## config.mk

```make
export PLATFORM = sky130hd
export DESIGN_NAME = data_port_arbiter
export DESIGN_NICKNAME = d
export VERILOG_FILES = /design/src/rtl/data_port_arbiter.sv
export SDC_FILE = /design/constraint.sdc
export NUM_CORES = 1
export LEC_CHECK = 0
export ABC_AREA = 1
export CORE_AREA = 5 5 123 125
export CTS_CLUSTER_DIAMETER = 60
export DETAILED_ROUTE_END_ITERATION = 10
export DIE_AREA = 0 0 128 130
export SYNTH_ARGS = -nofsm -noshare
export SYNTH_HDL_FRONTEND = slang
export SYNTH_SLANG_ARGS = --single-unit
```

## constraint.sdc

```tcl
create_clock -name clk -period 2.4 [get_ports clk]
set_input_delay 0.24 -clock clk [delete_from_list [all_inputs] [get_ports clk]]
set_output_delay 0.24 -clock clk [all_outputs]
set_load 0.02 [all_outputs]
```

## src/rtl/data_port_arbiter.sv

```systemverilog
// data_port_arbiter: shares one 33-bit OBI data port between two masters.
// Arbitrates the request phase (round-robin or fixed priority), keeps request
// fields stable while a stalled request is held, tracks outstanding
// transactions in an in-order ID FIFO and steers each response back to the
// master that issued it.
// Ports:
//   clk, rst_n                  clock, asynchronous active-low reset
//   m_req/m_we/m_be/m_is_cap/
//   m_addr/m_wdata/m_flag       per-master request fields (index = master id)
//   m_gnt, m_rvalid             per-master grant / response valid
//   m_rdata, m_err              shared response payload, qualified by m_rvalid
//   s_req/s_we/s_be/s_is_cap/
//   s_addr/s_wdata/s_flag       downstream request fields
//   s_gnt, s_rvalid, s_rdata,
//   s_err                       downstream grant and response
//   outst_cnt                   outstanding transaction count
//   proto_err                   sticky protocol-violation flag
module data_port_arbiter #(
  parameter int unsigned MAX_OUTST  = 2,
  parameter bit          FIXED_PRIO = 1'b0
) (
  input  logic             clk,
  input  logic             rst_n,
  input  logic [1:0]       m_req,
  input  logic [1:0]       m_we,
  input  logic [1:0][3:0]  m_be,
  input  logic [1:0]       m_is_cap,
  input  logic [1:0][31:0] m_addr,
  input  logic [1:0][32:0] m_wdata,
  input  logic [1:0][7:0]  m_flag,
  output logic [1:0]       m_gnt,
  output logic [1:0]       m_rvalid,
  output logic [32:0]      m_rdata,
  output logic             m_err,
  output logic             s_req,
  output logic             s_we,
  output logic [3:0]       s_be,
  output logic             s_is_cap,
  output logic [31:0]      s_addr,
  output logic [32:0]      s_wdata,
  output logic [7:0]       s_flag,
  input  logic             s_gnt,
  input  logic             s_rvalid,
  input  logic [32:0]      s_rdata,
  input  logic             s_err,
  output logic [3:0]       outst_cnt,
  output logic             proto_err
);

  localparam int unsigned PW = (MAX_OUTST > 1) ? $clog2(MAX_OUTST) : 1;
  localparam int unsigned CW = 4;

  logic                 last_q, last_d;
  logic                 hold_q, hold_d;
  logic                 hold_id_q, hold_id_d;
  logic                 perr_q, perr_d;
  logic [CW-1:0]        cnt_q, cnt_d;
  logic [PW-1:0]        wptr_q, wptr_d;
  logic [PW-1:0]        rptr_q, rptr_d;
  logic [MAX_OUTST-1:0] id_q, id_d;

  logic sel_c, src_c, hold_drop_c, full_c, push_c, pop_c, head_c;

  function automatic logic [PW-1:0] ptr_inc(input logic [PW-1:0] p);
    return (p == PW'(MAX_OUTST - 1)) ? '0 : p + PW'(1);
  endfunction

  // Master selection: a held request keeps its master, else arbitrate.
  always_comb begin
    sel_c = 1'b0;
    if (hold_q) begin
      sel_c = hold_id_q;
    end else begin
      case (m_req)
        2'b10:   sel_c = 1'b1;
        2'b11:   sel_c = FIXED_PRIO ? 1'b0 : ~last_q;
        default: sel_c = 1'b0;
      endcase
    end
  end

  assign hold_drop_c = hold_q & ~m_req[hold_id_q];
  // A pop in the same cycle does not relieve a full FIFO until the next cycle.
  assign full_c      = (cnt_q >= CW'(MAX_OUTST));
  assign s_req       = rst_n & m_req[sel_c] & ~hold_drop_c & ~full_c;
  assign push_c      = s_req & s_gnt;
  assign pop_c       = rst_n & s_rvalid & (cnt_q != '0);
  assign head_c      = id_q[rptr_q];

  // Downstream fields default to master 0 when nothing is requested.
  assign src_c    = s_req ? sel_c : 1'b0;
  assign s_we     = m_we[src_c];
  assign s_be     = m_be[src_c];
  assign s_is_cap = m_is_cap[src_c];
  assign s_addr   = m_addr[src_c];
  assign s_wdata  = m_wdata[src_c];
  assign s_flag   = m_flag[src_c];

  assign m_gnt    = {push_c & sel_c, push_c & ~sel_c};
  assign m_rvalid = {pop_c & head_c, pop_c & ~head_c};
  assign m_rdata  = s_rdata;
  assign m_err    = s_err;

  assign outst_cnt = cnt_q;
  assign proto_err = perr_q;

  // Next-state: ID FIFO, count, hold tracking, round-robin pointer, errors.
  always_comb begin
    last_d    = last_q;
    hold_d    = hold_q;
    hold_id_d = hold_id_q;
    perr_d    = perr_q;
    cnt_d     = cnt_q;
    wptr_d    = wptr_q;
    rptr_d    = rptr_q;
    id_d      = id_q;

    if (push_c) begin
      id_d[wptr_q] = sel_c;
      wptr_d       = ptr_inc(wptr_q);
      last_d       = sel_c;
    end
    if (pop_c) begin
      rptr_d = ptr_inc(rptr_q);
    end
    case ({push_c, pop_c})
      2'b10:   cnt_d = cnt_q + CW'(1);
      2'b01:   cnt_d = cnt_q - CW'(1);
      default: cnt_d = cnt_q;
    endcase

    // Response with nothing outstanding is dropped and flagged.
    if (s_rvalid && (cnt_q == '0)) begin
      perr_d = 1'b1;
    end

    if (hold_drop_c) begin
      hold_d = 1'b0;
      perr_d = 1'b1;
    end else if (s_req && !s_gnt) begin
      hold_d    = 1'b1;
      hold_id_d = sel_c;
    end else if (push_c) begin
      hold_d = 1'b0;
    end
  end

  always_ff @(posedge clk or negedge rst_n) begin
    if (!rst_n) begin
      last_q    <= 1'b1;
      hold_q    <= 1'b0;
      hold_id_q <= 1'b0;
      perr_q    <= 1'b0;
      cnt_q     <= '0;
      wptr_q    <= '0;
      rptr_q    <= '0;
      id_q      <= '0;
    end else begin
      last_q    <= last_d;
      hold_q    <= hold_d;
      hold_id_q <= hold_id_d;
      perr_q    <= perr_d;
      cnt_q     <= cnt_d;
      wptr_q    <= wptr_d;
      rptr_q    <= rptr_d;
      id_q      <= id_d;
    end
  end

endmodule

```

==> reports/results.tsv <==
metric	value	unit
status	complete, no violations	
postCtsHoldBufs	0	
yosys.area_share.simple	24.6	%
syn_avg_cell_area	5.85	µm²
final_cell_count_no_fill	799	
clkLatencyLatePin	240	ps
hpwl	9960	µm
die-area	16600	µm²
dp.cells	795	
layout.nets	821	
nFillCells	1480	
layout_commonest_cell	clkdlybuf4s50_1	
cts.clk_slew.worst_paths	40	ps
final_util	35.5	%
p_leak	2.60	nW
top_usage_layer	met2	
synth_fa_ha_area_share	1.67	%
clk_path_buf_depth	2	
synth_mux_area_share	0	%
drt-total-wl	11300	µm
initial_core_util	16.3	%
synth_top_family_by_area	buffers and inverters	
min_period_over_period	94.1	%
startpoint_type	register	
antenna_found_initial	0	
cp_data_arrival_time	2020	ps
layout-drive-gt1-share	12.6	%
dieWidth	128	µm
grt_pass1_wl	16300	µm
cp-end-kind	primary output	
min_period	2260	ps
grt_max_degree	28	
crit_chain	nor2_1 -> nand3_1 -> inv_1 -> nand4_4 -> buf_12 -> buf_12 -> o21ai_2 -> dlygate4sd2_1	
synth_nets	585	
finalHoldViolCount	0	
ant_nets	0	
grtUsageMet3	4.79	%
hp-class	in2async	
io_buffers	252	
first_global_vias	3125	
max_freq	443	MHz
drc	0	
finalMaxSlewViolations	0	
synthCells	384	
cp.required	2160	ps
die_h	130	µm
clock_skew	2.15	ps
grt.met2_usage	21.0	%
ys_warn_count	0	
tightest_slew	300	ps
dp_slack	-110	ps
cts_sinks	12	
pwr_density_cell	482	nW/µm²
worstSetupPathType	reg2out	
syn_to_final_growth	118	%
synth_compound_area_share	25.1	%
path_max_fanout	27	
ios	321	
cp_common_cell	buf_12	
grt_use_total	12.1	%
syn_area	2250	µm²
rsz0062_at_grt	no	
cpPeakStageDelay	370	ps
coreArea	13800	µm²
wl_per_cell	14.1	µm
worst_slack	142	ps
finalSetupViolCount	0	
grt_overflow_total	0	
setup_tns	0	ps
gp_congestion	0.850	
yosys.area_share.xor_xnor	1.56	%
finalPower	0.00236	W
slowest_stage	dfrtp_1	
grt_util_met1	14.6	%
cts_root_buf	clkbuf_16	
cts_made_buffers	3	
synth.distinct_cells	27	
firstDrtPassIters	4	
yosysSeqAreaShare	13.4	%
final_cell_mix	clkdlybuf4s50_1 (170), nand2_1 (105), inv_1 (94)	
num_vias	3112	
synth-seq-cells	12	
vdd.ir_drop.worst	0.000684	V
tritoncts	yes	
diodes	0	
cts_max_level	1	
vias_per_cell	3.89	
slew_headroom	79.9	%
rows	43	
maxCapViolations	0	
drt_iter0_markers	92	
## worst paths after layout
path,slack (ps),startpoint,cells after the start,endpoint
setup / recovery,140,outst_cnt[3]$_DFFE_PN0P_,8,s_wdata[16]
hold / removal,350,rst_n,2,hold_id_q$_DFFE_PN0P_
setup reg to reg,260,last_q$_DFFE_PN1P_,13,outst_cnt[2]$_DFFE_PN0P_
hold reg to reg,470,id_q[0]$_DFFE_PN0P_,2,id_q[0]$_DFFE_PN0P_
max in group asynchronous,1810,rst_n,2,last_q$_DFFE_PN1P_
min in group clk,470,id_q[0]$_DFFE_PN0P_,2,id_q[0]$_DFFE_PN0P_
## critical path, delay by kind of cell, from the launching register on
kind                   cells  cell delay [ps]
buffers and inverters      4              830
AND/OR/NAND/NOR            3              450
flip-flops                 1              370
AO/OA/AOI/OAI              1              120
## routing by layer
layer,vias up,share of wire (%),wire (µm)
li1,1597,-,-
met1,1345,40,4470
met2,167,48,5440
met3,3,12,1310
met4,0,0.36,40
met5,-,0,0
## state kept, by name, summed over array words and instances, names as in the netlist
register / cells
proto_err: 1
id_q: 2
rptr_q: 1
last_q: 1
hold_id_q: 1
hold_q: 1
wptr_q: 1
outst_cnt: 4
## per-stage QoR
stage	hold WS, ps	area, µm²
floorplan	-55.6	2250
global placement	457	4890
detailed placement	461	4890
CTS	352	4880
global route	370	4890
finish	352	4890
## cells by family after synthesis
| kind of cell | after synthesis |
|---|---|
| and+or+nand+nor | 131 |
| AOI/OAI and AO/OA | 89 |
| xor gates and xnor gates | 4 |
| buffers and inverters | 145 |
| DFF | 12 |
| adders and majority gates | 3 |
## cell type report
cell class	count	area [µm²]	area share [%]
flip-flops and latches	12	302	6.17
inverters	94	353	7.21
repair buffers	282	2740	55.9
multi-input cells	227	1200	24.5
well taps	180	225	4.60
clock buffers	4	78.8	1.61
## power by group
group | switching [W] | leakage [nW] | internal [W] | total (W)
sequential | 0.0000680 | 0.145 | 0.000292 | 0.000360
combinational | 0.000864 | 2.42 | 0.000819 | 0.00168
clock | 0.0000879 | 0.0382 | 0.000224 | 0.000312
total | 0.00102 | 2.60 | 0.00133 | 0.00236
## Yosys cell counts (all sizes together)
cell type,n,area [µm²]
ha,3,37.5
dfstp,1,26.3
clkbuf,5,18.8
o21ai,86,543
inv,94,353
nor2,10,45.0
nand4,5,46.3
nand3,7,40.0
o211ai,1,7.51
buf,46,384
xor2,3,26.3
nand2,106,400
a211o,1,8.76
xnor2,1,8.76
a21oi,1,5.00
dfrtp,11,275
nand3b,1,7.51
and2,1,6.26
or2,1,6.26
## repair_timing
action,in CTS,in global routing
buffers inserted,0,0
resized for setup,75,18
hold endpoints to repair,0,0
endpoints found under the setup margin,75,14
Note: power is estimated with default switching activity, not from simulation.
